<file path="src/rtl/alu_seq.sv">
// Registered ALU: single-cycle arithmetic/logic/shift/compare ops plus a
// W-cycle shift-add unsigned multiplier behind a busy/done handshake.
module alu_seq #(
  parameter int W = 8
) (
  input  logic         CLK,
  input  logic         reset,
  input  logic         start,
  input  logic [3:0]   OP,
  input  logic [W-1:0] acc_in,
  input  logic [W-1:0] reg_in,
  output logic [W-1:0] OUT,
  output logic [W-1:0] OUT_HI,
  output logic         z,
  output logic         c,
  output logic         n,
  output logic         v,
  output logic         busy,
  output logic         done
);

  localparam int CW = $clog2(W);
  localparam logic [CW-1:0] LAST_ITER = CW'(W - 1);
  localparam logic [W-1:0]  W_AMT     = W'(W);

  localparam logic [3:0] OP_ADD = 4'b0010;
  localparam logic [3:0] OP_SUB = 4'b0011;
  localparam logic [3:0] OP_SHL = 4'b0100;
  localparam logic [3:0] OP_SHR = 4'b0101;
  localparam logic [3:0] OP_AND = 4'b0110;
  localparam logic [3:0] OP_OR  = 4'b0111;
  localparam logic [3:0] OP_XOR = 4'b1000;
  localparam logic [3:0] OP_ASR = 4'b1001;
  localparam logic [3:0] OP_CMP = 4'b1010;
  localparam logic [3:0] OP_MUL = 4'b1011;

  typedef enum logic [0:0] {
    S_IDLE = 1'b0,
    S_MUL  = 1'b1
  } state_t;

  state_t         state_q, state_d;
  logic           busy_q, busy_d;
  logic           done_q, done_d;
  logic [W-1:0]   out_q, out_d;
  logic [W-1:0]   out_hi_q, out_hi_d;
  logic           z_q, z_d, c_q, c_d, n_q, n_d, v_q, v_d;
  logic [2*W-1:0] mcand_q, mcand_d;
  logic [W-1:0]   mplier_q, mplier_d;
  logic [2*W-1:0] prod_q, prod_d;
  logic [CW-1:0]  cnt_q, cnt_d;

  logic [W:0]     add_s, sub_s;
  logic           shift_big_s;
  logic [W-1:0]   res_s;
  logic           rz_s, rc_s, rn_s, rv_s;
  logic [2*W-1:0] prod_sum_s;

  // Single-cycle result and flags straight from the live operands
  always_comb begin
    add_s       = {1'b0, acc_in} + {1'b0, reg_in};
    sub_s       = {1'b0, acc_in} - {1'b0, reg_in};
    shift_big_s = (reg_in >= W_AMT);
    res_s       = {W{1'b0}};
    rc_s        = 1'b0;
    rv_s        = 1'b0;
    rz_s        = 1'b0;
    rn_s        = 1'b0;
    case (OP)
      OP_ADD: begin
        res_s = add_s[W-1:0];
        rc_s  = add_s[W];
        rv_s  = (acc_in[W-1] == reg_in[W-1]) && (add_s[W-1] != acc_in[W-1]);
      end
      OP_SUB: begin
        res_s = sub_s[W-1:0];
        rc_s  = sub_s[W];
        rv_s  = (acc_in[W-1] != reg_in[W-1]) && (sub_s[W-1] != acc_in[W-1]);
      end
      OP_SHL: begin
        if (shift_big_s) res_s = {W{1'b0}};
        else             res_s = acc_in << reg_in;
      end
      OP_SHR: begin
        if (shift_big_s) res_s = {W{1'b0}};
        else             res_s = acc_in >> reg_in;
      end
      OP_ASR: begin
        if (shift_big_s) res_s = {W{acc_in[W-1]}};
        else             res_s = $signed(acc_in) >>> reg_in;
      end
      OP_AND:  res_s = acc_in & reg_in;
      OP_OR:   res_s = acc_in | reg_in;
      OP_XOR:  res_s = acc_in ^ reg_in;
      default: res_s = {W{1'b0}};
    endcase
    // CMP reports through z/n only; unknown opcodes clear every flag
    if (OP == OP_CMP) begin
      rz_s = (acc_in == reg_in);
      rn_s = (acc_in < reg_in);
    end else if ((OP >= OP_ADD) && (OP <= OP_ASR)) begin
      rz_s = (res_s == {W{1'b0}});
      rn_s = res_s[W-1];
    end else begin
      rz_s = 1'b0;
      rn_s = 1'b0;
    end
  end

  assign prod_sum_s = prod_q + (mplier_q[0] ? mcand_q : {(2*W){1'b0}});

  // Next-state, operand latching and result write-back
  always_comb begin
    state_d  = state_q;
    busy_d   = busy_q;
    done_d   = 1'b0;
    out_d    = out_q;
    out_hi_d = out_hi_q;
    z_d      = z_q;
    c_d      = c_q;
    n_d      = n_q;
    v_d      = v_q;
    mcand_d  = mcand_q;
    mplier_d = mplier_q;
    prod_d   = prod_q;
    cnt_d    = cnt_q;
    case (state_q)
      S_IDLE: begin
        if (start && (OP == OP_MUL)) begin
          state_d  = S_MUL;
          busy_d   = 1'b1;
          mcand_d  = {{W{1'b0}}, acc_in};
          mplier_d = reg_in;
          prod_d   = {(2*W){1'b0}};
          cnt_d    = {CW{1'b0}};
        end else if (start) begin
          done_d   = 1'b1;
          out_d    = res_s;
          out_hi_d = {W{1'b0}};
          z_d      = rz_s;
          c_d      = rc_s;
          n_d      = rn_s;
          v_d      = rv_s;
        end else begin
          done_d   = 1'b0;
        end
      end
      S_MUL: begin
        prod_d   = prod_sum_s;
        mcand_d  = {mcand_q[2*W-2:0], 1'b0};
        mplier_d = {1'b0, mplier_q[W-1:1]};
        cnt_d    = cnt_q + CW'(1);
        if (cnt_q == LAST_ITER) begin
          state_d  = S_IDLE;
          busy_d   = 1'b0;
          done_d   = 1'b1;
          out_d    = prod_sum_s[W-1:0];
          out_hi_d = prod_sum_s[2*W-1:W];
          z_d      = (prod_sum_s == {(2*W){1'b0}});
          c_d      = (prod_sum_s[2*W-1:W] != {W{1'b0}});
          n_d      = 1'b0;
          v_d      = 1'b0;
        end else begin
          busy_d   = 1'b1;
        end
      end
      default: begin
        state_d = S_IDLE;
        busy_d  = 1'b0;
      end
    endcase
  end

  // State and output registers with synchronous reset
  always_ff @(posedge CLK) begin
    if (reset) begin
      state_q  <= S_IDLE;
      busy_q   <= 1'b0;
      done_q   <= 1'b0;
      out_q    <= {W{1'b0}};
      out_hi_q <= {W{1'b0}};
      z_q      <= 1'b0;
      c_q      <= 1'b0;
      n_q      <= 1'b0;
      v_q      <= 1'b0;
      mcand_q  <= {(2*W){1'b0}};
      mplier_q <= {W{1'b0}};
      prod_q   <= {(2*W){1'b0}};
      cnt_q    <= {CW{1'b0}};
    end else begin
      state_q  <= state_d;
      busy_q   <= busy_d;
      done_q   <= done_d;
      out_q    <= out_d;
      out_hi_q <= out_hi_d;
      z_q      <= z_d;
      c_q      <= c_d;
      n_q      <= n_d;
      v_q      <= v_d;
      mcand_q  <= mcand_d;
      mplier_q <= mplier_d;
      prod_q   <= prod_d;
      cnt_q    <= cnt_d;
    end
  end

  assign OUT    = out_q;
  assign OUT_HI = out_hi_q;
  assign z      = z_q;
  assign c      = c_q;
  assign n      = n_q;
  assign v      = v_q;
  assign busy   = busy_q;
  assign done   = done_q;

endmodule
</file>
<file path="config.mk">
export PLATFORM = sky130hd
export DESIGN_NAME = alu_seq
export DESIGN_NICKNAME = d
export VERILOG_FILES = /design/src/rtl/alu_seq.sv
export SDC_FILE = /design/constraint.sdc
export NUM_CORES = 1
export LEC_CHECK = 0
export BUFFER_PORTS_ARGS = -buffer_cell sky130_fd_sc_hd__clkbuf_2
export CAP_MARGIN = 15
export CORE_ASPECT_RATIO = 0.5
export CORE_MARGIN = 1.5
export CORE_UTILIZATION = 25
export CTS_CLUSTER_SIZE = 20
export DETAILED_ROUTE_END_ITERATION = 10
export SYNTH_ARGS = -nofsm -noshare
export SYNTH_HDL_FRONTEND = slang
export SYNTH_SLANG_ARGS = --single-unit
</file>
<file path="constraint.sdc">
create_clock -name CLK -period 5.98 [get_ports CLK]
set_input_delay 0.598 -clock CLK [delete_from_list [all_inputs] [get_ports CLK]]
set_output_delay 0.598 -clock CLK [all_outputs]
set_load 0.01 [all_outputs]
</file>
* Word level (Yosys, flattened, before mapping)
Index checks and enable logic that the tools add are counted.
** Word-level totals
- Register bits after elaboration :: 66
- Input port bits :: 23
- Output and inout port bits :: 22
- Word-level logic and storage cells :: 107
** Operators by class
- Add/subtract/negate cells :: 4
- Magnitude comparators :: 4
- Eq/ne operators :: 20
- Shift-type cells :: 3
- Mux-type cells :: 51
- Bitwise operators :: 4
- Reductions and logical operators :: 8
** Operators by type and width (number)
- $mux 8 :: 10
- $pmux 16 s2 :: 2
- $pmux 8 s8 :: 1
- $mux 16 :: 3
- $pmux 8 s2 :: 3
- $mux 1 :: 21
- $pmux 1 s2 :: 9
- $add 16x16->16 :: 1
- $eq 4x3->1 const B :: 4
- $eq 4x4->1 const B :: 4
- $logic_not 16->1 :: 1
- $add 8x8->9 :: 1
- $sub 8x8->9 :: 1
- $and 8x8->8 :: 1
- $eq 4x2->1 const B :: 2
- $eq 8x8->1 :: 1
- $ge 8x4->1 const B :: 1
- $logic_not 8->1 :: 1
- $lt 8x8->1 :: 1
- $or 8x8->8 :: 1
- $reduce_bool 8->1 :: 1
- $shl 8x8->8 :: 1
- $shr 8x8->8 :: 1
- $sshr 8x8->8 :: 1
- 14 further kinds :: 21

* Logic depth before layout (Yosys ltp)
Gate-level depths: netlist (run 1).
- Word-level depth :: 9
- Depth in mapped cells :: 12
- Depth with buffers taken out :: 12

* Worst setup path after synthesis (run 1)
Ideal clock, no wire load.
- Path kind :: input port to flip-flop
- Start :: input reg_in[2]
- End :: register z_q, in the netlist z
- Setup time :: 0.058 ns
- Arrival time :: 3.458 ns
- Data required time :: 5.922 ns
- Slack :: 2.465 ns
- Cell stages on the path :: 12
- Buffers on the path :: 2
- Cells stage by stage :: buf_1 clkinv_1 ha_1 buf_2 nand2b_1 a2111oi_0 a211oi_1 xnor2_1 a221o_1 or4b_1 o31ai_1 a21o_1
** On the way
- Cells in the longest elaborated chain, start to end :: 9
- Elaborated cells on any way between the ends :: 20
- Classes of those cells :: add/sub (2); order compare (1); eq/ne (1); shift (3); mux (9); bitwise (3); reduce/logical (1)
** Ends and longest elaborated chain
- from (decl) :: line 11 : input logic [W-1:0] reg_in,
- $ge 8x4->1, or another cell as far along :: line 63 : shift_big_s = (reg_in >= W_AMT);
- $mux 8, on equally long branches :: line 89, 81, 85
- $pmux 8 s8 :: line 69 : case (OP)
- $logic_not 8->1 :: line 102 : rz_s = (res_s == {W{1'b0}});
- $mux 1 :: line 101 : end else if ((OP >= OP_ADD) && (OP <= OP_ASR)) begin
- $mux 1 (*) :: line 98 : if (OP == OP_CMP) begin
- $mux 1 (*) :: line 136 : end else if (start) begin
- $mux 1 (*) :: line 129 : if (start && (OP == OP_MUL)) begin
- $pmux 1 s2 (*) :: line 127 : case (state_q)
- to (signal assigned) :: line 196 : z_q <= z_d;
- to (decl) :: line 47 : logic z_q, z_d, c_q, c_d, n_q, n_d, v_q, v_d;
Mark *: on every way between the ends. The rest lies on a longest branch, timed or not. The select of a mux whose other input is x is not followed.
A chain may end at the register's enable or synchronous reset.

* Worst setup path after layout (run 1)
- Start :: register mplier_q[0]
- End :: register c_q, in the netlist c
** On the way
- Cells in the longest elaborated chain, start to end :: 5
** Ends and longest elaborated chain
- from (decl) :: line 49 : logic [W-1:0] mplier_q, mplier_d;
- from (signal assigned) :: line 187 : mplier_q <= {W{1'b0}};
- from (signal assigned) :: line 201 : mplier_q <= mplier_d;
- $mux 16 :: line 110 : assign prod_sum_s = prod_q + (mplier_q[0] ? mcand_q : {(2*W){1'b0}});
- $add 16x16->16 :: line 110
- $reduce_bool 8->1 :: line 160 : c_d = (prod_sum_s[2*W-1:W] != {W{1'b0}});
- $mux 1 :: line 153 : if (cnt_q == LAST_ITER) begin
- $pmux 1 s2 :: line 127
- to (signal assigned) :: line 183 : c_q <= 1'b0;
- to (signal assigned) :: line 197 : c_q <= c_d;
- to (decl) :: line 47
Every way passes these cells. The select of a mux whose other input is x is not followed.

==> impl_metrics.toml, run 1 <==
[run_status]
status = "finished, final reports clean"

[yosys]
synthArstFlopShare = 0
netlist_area_mm2 = 0.00556
syn-num-nets = 815
synthFlopType = "dfxtp_1"
synth-edff-count = 0
ys_seq_elements = 66
yosysTopAreaCellShare = 0.238
synth_area_leader_cell = "dfxtp_1"
netlist_top_cells_area = "dfxtp_1, ha_1, a21oi_1, nor2_1, nand2_1"
syn_inst = 745
synthDistinctLibCells = 70
avgSynthCellArea_um2 = 7.47
yosysWarnings = 0
yosysSeqAreaShare = 0.238

[pwr]
p_clk_frac = 0.424
combPwrFrac = 0.191
powerDensity_mw_per_mm2 = 187
seqPwrFrac = 0.385
max-vdd-ir-drop_mv = 0.138
intPower_mw = 0.843
leakage_nw = 2.58
power.switching_mw = 0.333
sw_frac_of_total = 0.283

[global_routing]
first_global_vias = 5037
gr-total-overflow = 0
grt_max_degree = 85
grt_pass1_wl_um = 27900
grt_use_total = 0.153
antenna_found_initial = 0

[clock_tree]
clock_path_buffers = 2
cts_buffers = 9
post_cts_resized = 0
cts_setup_buffers = 0
hold_buffers = 0
cts_tree = "built"
cts-root-buf = "clkbuf_16"
clkTransAtPathRegs_ps = 50
htree_levels = 3
insertion_delay_ps = 330
cts.sink_count = 66

[floorplanning]
die_h_um = 108
rows = 38
start_util = 0.256
die_w_um = 214
dieArea_mm2 = 0.0232
pin_count = 45
fp.coreArea_mm2 = 0.0217

[place]
preCtsSetupSlack_ps = 2050
gp_congestion = 0.958
port_buffers = 44
place_hpwl_um = 13400

[detailed_routing]
wl_per_cell_um = 16.9
vias = 5527
wirelength_um = 17900
drt_iter0_drc = 434
viasPerCell = 5.21
postRouteAntennaNets = 0
drtPass1Iterations = 6
drcViolationCount = 0

[setup_path]
cp_data_arrival_time_ps = 3840
critPathRequiredTime_ps = 6160
end_kind = "register"
cp_top_family = "simple AND/OR/NAND/NOR gates"
path_buf_inv = 0
worstSetupPathType = "reg2reg"
critPathSlowestCell = "nor4_1"
worstPathCellList = "and2_1 -> ha_1 -> a21o_1 -> a211o_1 -> a211o_1 -> a41oi_1 -> xnor2_1 -> or4b_1 -> nor4_1 -> a2111oi_0"
cp-start-kind = "register"
critPathMaxStageDelay_ps = 600
cp_max_fo = 17
path_common_cell = "a211o_1"

[cells_and_area]
area.sequential_mm2 = 0.00132
multi_input_area_mm2 = 0.00391
fillers = 2395
final_core_util = 0.289
n_antenna_cell = 0
area_growth_pct = 12.9
fin_nets = 828
drive_gt1_frac = 0.117

[timing]
final.setup_skew_ps = 5.31
fin_ws_ps = 2320
period_minus_slack_ps = 3660
max_slew_margin = 0.252
finalHoldViolations = 0
setup_viol = 0
finalCritPeriodShare = 0.612
grt_setup_unrepaired = "no"
tns_ps = 0
worstMarginPinSlew_ps = 1120
slew_viol_final = 0
max_freq_ghz = 0.273

[min_path]
hold_class = "reg2reg"

[job]
maxCapViolCount = 0
-- cell type report --
type                       count  area share
multi-input combinational    597       0.623
sequential                    66       0.211
tap                          300      0.0598
timing repair buffer          51      0.0434
clock buffer                  10      0.0365
inverter                      33      0.0197
clock inverter                 4     0.00717
-- tightest hold or removal path, cell delays in order (launching register included) --
cell     delay (ps)
dfxtp_1         300
nand2_1          50
a21oi_1          50
-- synth_stat cells (all sizes together) (4+ instances only) --
master and number:
nand2b 7, o21ai 29, dfxtp 66, nand2 63, a21oi 94, nor3 19, mux4 8, a211o 5
a211oi 10, and2 17, buf 18, nand4 5, clkinv 4, mux2i 11, and3 4, nor4 6
nor3b 4, xnor2 15, nor2b 7, a221oi 5, clkbuf 30, nor2 116, ha 44, nand3b 6
nand3 15, or4 5, mux2 5, a22oi 13, inv 29, o211ai 10, a21o 9, xor2 5
-- path summary, 6_finish.rpt --
path               startpoint  depth (start not counted)   endpoint  slack (ps)
setup reg to reg  mplier_q[0]                         10          c        2320
setup / recovery  mplier_q[0]                         10          c        2320
hold / removal      OUT_HI[7]                          2  OUT_HI[7]         450
hold reg to reg     OUT_HI[7]                          2  OUT_HI[7]         450
-- cells in the final DEF (no fill, tap or decap), drive strengths merged, types with 6 or more instances in the layout --
master	count
clkbuf	54
o211ai	10
nor4	6
o21ai	29
dfxtp	66
and2	17
clkinv	7
nand3	15
nand3b	6
xnor2	15
mux2i	11
inv	29
a22oi	13
buf	7
nand2	63
nor2	116
ha	44
a21oi	94
a21o	9
mux4	8
nor3	19
nor2b	7
a211oi	10
nand2b	7
-- power by group through the flow --
stage / registers, mW / clock network [mW] / logic (mW)
2_1_floorplan: 0.464 / 0 / 0.148
3_3_place_gp: 0.462 / 0 / 0.222
3_5_place_dp: 0.463 / 0 / 0.221
4_1_cts: 0.453 / 0.514 / 0.222
5_1_grt: 0.453 / 0.532 / 0.245
6_report: 0.453 / 0.498 / 0.225
-- state kept, by name (all words and copies together), names as in the netlist, 3 cells and up --
signal,count
cnt_q,3
OUT_HI,8
prod_q,16
OUT,8
mcand_q,16
mplier_q,8
-- metrics by stage --
stage	instances	area (um^2)	power, mW	hold WS (ps)
after floorplan	745	5560	0.612	441
after global placement	1047	6010	0.684	445
after detailed placement	1047	6010	0.684	449
after CTS	1061	6280	1.19	455
after global routing	1061	6280	1.23	472
final	1061	6280	1.18	451
-- cells by family after synthesis --
logic type	synth area share
buf+inv	0.0601
compound gates	0.252
simple gates	0.247
fa+ha+maj	0.110
mux	0.0623
xor+xnor	0.0315
flops	0.238
-- layer usage --
metal  wire length (um)  GRT usage  up-vias  part of all wire
met1               8580      0.211     2623              0.48
met3               1050     0.0354       28             0.059
met5                  0          0        -                 0
met4                378     0.0496        0             0.021
met2               7910      0.237      177              0.44
li1                   -          -     2699                 -
Note: power is estimated with default switching activity, not from simulation.
==> inputs of run 2 (changes only) <==
Clock period 5.98 ns to 3.4 ns, I/O delays scaled along.
==> impl_metrics.toml, run 2 (same netlist as run 1, synthesis figures left out) <==
[run_status]
status = "finished, final reports clean"

[place]
gp_congestion = 0.955
post-place-cells = 1073
place_hpwl_um = 14000
preCtsSetupSlack_ps = 101
port_buffers = 44

[timing]
finalCritPeriodShare = 0.926
max_slew_margin = 0.205
slew_viol_final = 0
max_freq_ghz = 0.318
finalHoldViolations = 0
setup_viol = 0
fin_ws_ps = 251
tns_ps = 0
final.setup_skew_ps = 5.10
period_minus_slack_ps = 3150
worstMarginPinSlew_ps = 1180
grt_setup_unrepaired = "no"

[cells_and_area]
fillers = 2339
final_core_util = 0.300
reg.largest.list = "mcand_q x16, prod_q x16"
area.sequential_mm2 = 0.00132
final_cell_mix = "nor2_1, a21oi_1, dfxtp_1"
n_antenna_cell = 0
drive_gt1_frac = 0.155
final_common_cell = "nor2_1"
fin_nets = 854
area_growth_pct = 17.1
multi_input_area_mm2 = 0.00394
layoutNonFillerInstCount = 1089

[clock_tree]
htree_levels = 3
cts.sink_count = 66
cts_setup_buffers = 0
clock_path_buffers = 2
post_cts_resized = 0
cts_tree = "built"
cts_buffers = 9
cts-root-buf = "clkbuf_16"
hold_buffers = 0
clkTransAtPathRegs_ps = 50
insertion_delay_ps = 340

[setup_path]
critPathSlowestCell = "fa_1"
path_buf_inv = 1
cp_data_arrival_time_ps = 3380
rr_startpoint = "mcand_q[0]"
cp_max_fo = 4
r2r-end = "c"
cp_top_family = "compound AO/OA/AOI/OAI gates"
critPathMaxStageDelay_ps = 450
rrSetupSlack_ps = 250
worstSetupPathType = "reg2reg"
critPathRequiredTime_ps = 3630
worstRegToRegCells = 12
path_common_cell = "a211oi_2"
worstPathCellList = "and2_1 -> ha_1 -> fa_1 -> a211oi_2 -> o21ai_0 -> a211oi_2 -> o21ai_1 -> a211o_1 -> nand4_1 -> nor4_2 -> buf_4 -> a2111oi_1"
cp-start-kind = "register"
end_kind = "register"

[detailed_routing]
viasPerCell = 5.24
wl_per_cell_um = 16.7
vias = 5711
drcViolationCount = 0
drtPass1Iterations = 5
postRouteAntennaNets = 0
wirelength_um = 18200
drt_iter0_drc = 396

[min_path]
hold_end = "OUT_HI[1]"
hold_class = "reg2reg"
min_path_cells = 2
hold_start = "OUT_HI[1]"

[pwr]
sw_frac_of_total = 0.296
combPwrFrac = 0.199
p_total_mw = 2.10
powerDensity_mw_per_mm2 = 322
power.switching_mw = 0.621
seqPwrFrac = 0.380
max-vdd-ir-drop_mv = 0.248
p_clk_frac = 0.421
leakage_nw = 2.71
intPower_mw = 1.48

[global_routing]
grt_pass1_wl_um = 29200
met2_usage = 0.261
gr-total-overflow = 0
grt.met3_usage = 0.0290
busiest_layer = "met2"
grt_use_total = 0.158
grt_max_degree = 47
antenna_found_initial = 0
first_global_vias = 5369
use_met1 = 0.207

[floorplanning]
dieArea_mm2 = 0.0232
rows = 38
pin_count = 45
start_util = 0.256
die_w_um = 214
die_h_um = 108
fp.coreArea_mm2 = 0.0217

[job]
maxCapViolCount = 0
-- run 2: area by class of cell --
cell class | count | area share
Clock buffer | 12 | 0.0394
Tap cell | 300 | 0.0577
Sequential cell | 66 | 0.203
Inverter | 33 | 0.0190
Clock inverter | 4 | 0.00404
Multi-Input combinational cell | 597 | 0.605
Timing Repair Buffer | 77 | 0.0719
-- run 2: power groups by stage --
stage                     combinational (mW)  clock (mW)  sequential (mW)
after floorplan                        0.260           0            0.815
after global placement                 0.409           0            0.814
after detailed placement               0.410           0            0.814
after CTS                              0.412       0.903            0.797
after global routing                   0.455       0.932            0.798
final                                  0.418       0.883            0.797
-- run 2: worst max-delay path by stage --
stage               start  end  depth (start not counted)
3_5_place_dp   mcand_q[0]    c                         12
2_1_floorplan   reg_in[2]    z                         12
4_1_cts        mcand_q[0]    c                         12
6_report       mcand_q[0]    c                         12
3_3_place_gp   mcand_q[0]    c                         12
5_1_grt        mcand_q[0]    c                         12
-- run 2: worst min-delay path: cells and delay by family (launching register included) --
family             cells  cell delay [ps]
AOI/OAI and AO/OA      1               50
and+or+nand+nor        1               50
DFF                    1              300
-- run 2: through the flow --
stage                     instance area, um^2  hold WS, ps
after floorplan                          5560          441
after global placement                   6200          447
after detailed placement                 6200          445
after CTS                                6480          454
after global routing                     6510          480
final                                    6510          450
-- run 2: per-layer routing --
metal | vias up | wire [um]
met3 | 33 | 1200
met1 | 2690 | 8330
met4 | 0 | 480
met2 | 229 | 8230
li1 | 2759 | -
met5 | - | 0
==> inputs of run 3 (changes only) <==
Settings changed: PLACE_DENSITY_LB_ADDON set to 0.05.
==> impl_metrics.toml, run 3 (same netlist as run 1, synthesis figures left out) <==
[pwr]
leakage_nw = 2.83
combPwrFrac = 0.207
power.switching_mw = 0.624
p_clk_frac = 0.425
max-vdd-ir-drop_mv = 0.176
seqPwrFrac = 0.368
p_total_mw = 2.17
intPower_mw = 1.55
sw_frac_of_total = 0.287
powerDensity_mw_per_mm2 = 325

[setup_path]
worstSetupPathType = "reg2reg"
end_kind = "register"
cp-start-kind = "register"
rrSetupSlack_ps = 240
cp_data_arrival_time_ps = 3350
critPathRequiredTime_ps = 3590
cp_max_fo = 14

[clock_tree]
insertion_delay_ps = 340
hold_buffers = 0
cts.sink_count = 66
cts_buffers = 9
cts_tree = "built"
clock_path_buffers = 2
cts_setup_buffers = 0
htree_levels = 3
clkTransAtPathRegs_ps = 50
cts-root-buf = "clkbuf_16"

[floorplanning]
pin_count = 45
dieArea_mm2 = 0.0232
die_w_um = 214
start_util = 0.256
fp.coreArea_mm2 = 0.0217
rows = 38
die_h_um = 108

[place]
gp_congestion = 0.910
place_hpwl_um = 16000
postPlaceCellArea_mm2 = 0.00638
port_buffers = 44
post-place-cells = 1097
preCtsSetupSlack_ps = 21.6

[job]
maxCapViolCount = 0

[detailed_routing]
postRouteAntennaNets = 0
viasPerCell = 5.03
wl_per_cell_um = 18.3
drcViolationCount = 0
drtPass1Iterations = 4
wirelength_um = 20300
drt_iter0_drc = 271
vias = 5591

[timing]
period_minus_slack_ps = 3160
worstMarginPinSlew_ps = 1030
finalCritPeriodShare = 0.930
tns_ps = 0
whs_ps = 452
setup_viol = 0
max_freq_ghz = 0.316
grt_setup_unrepaired = "no"
final.setup_skew_ps = 7.95
max_slew_margin = 0.302
finalHoldViolations = 0
slew_viol_final = 0
fin_ws_ps = 238

[global_routing]
grt_use_total = 0.177
antenna_found_initial = 0
gr-total-overflow = 0
grt_pass1_wl_um = 31700
grt_max_degree = 44
first_global_vias = 5557

[cells_and_area]
final_common_cell = "nor2_1"
layoutNonFillerInstCount = 1112
reg.largest.list = "mcand_q x16, prod_q x16"
n_antenna_cell = 0
drive_gt1_frac = 0.174
final_cell_mix = "nor2_1, a21oi_1, dfxtp_1"
fin_nets = 878
design_area_mm2 = 0.00669
area_growth_pct = 20.3
final_core_util = 0.308

[min_path]
hold_class = "reg2reg"

[run_status]
status = "finished, final reports clean"
-- run 3: cell count changes in the layout (fill, tap and decap cells not counted), sizes merged --
cell      previous run  this run
buf                 33        57
bufinv               0         1
clkinv               7         6
clkinvlp             1         0
-- run 3: power groups by stage --
stage          Combinational [mW]  Clock, mW  Sequential [mW]
6_report                    0.450      0.923            0.798
5_1_grt                     0.492      0.978            0.800
4_1_cts                     0.451      0.948            0.799
3_5_place_dp                0.449          0            0.815
3_3_place_gp                0.455          0            0.815
2_1_floorplan               0.260          0            0.815
-- run 3: timing repair --
| action | CTS | global route |
|---|---|---|
| gates resized for setup | 0 | 5 |
| endpoints found under the hold margin | 0 | 0 |
| endpoints found under the setup margin | 0 | 2 |
-- run 3: layout make-up --
type,instances,area (um^2)
flip-flops and latches,66,1320
repair buffers,101,648
multi-input cells,597,3930
inverters,33,124
fillers,2409,15000
clock buffers,12,246
well taps,300,375
clock inverters,3,40.0
-- run 3: layer usage --
metal / global-route usage / wire length [um] / vias to the layer above
li1: - / - / 2808
met1: 0.234 / 9930 / 2662
met2: 0.295 / 9240 / 92
met3: 0.0267 / 664 / 29
met4: 0.0628 / 479 / 0
met5: 0 / 0 / -
-- run 3: final timing paths --
check              startpoint        end  cells past startpoint
hold / removal      OUT_HI[1]  OUT_HI[1]                      2
setup / recovery  mplier_q[0]          c                     11
setup reg to reg  mplier_q[0]          c                     11
hold reg to reg     OUT_HI[1]  OUT_HI[1]                      2
-- run 3: critical path: stages (launching register included) --
cell and delay (ps):
dfxtp_1 330, buf_4 180, and2_1 160, ha_1 340
a211oi_1 260, nand2_1 100, a211o_1 290, a41oi_1 260
xnor2_1 140, or4b_1 590, nor4_4 230, a2111oi_0 160
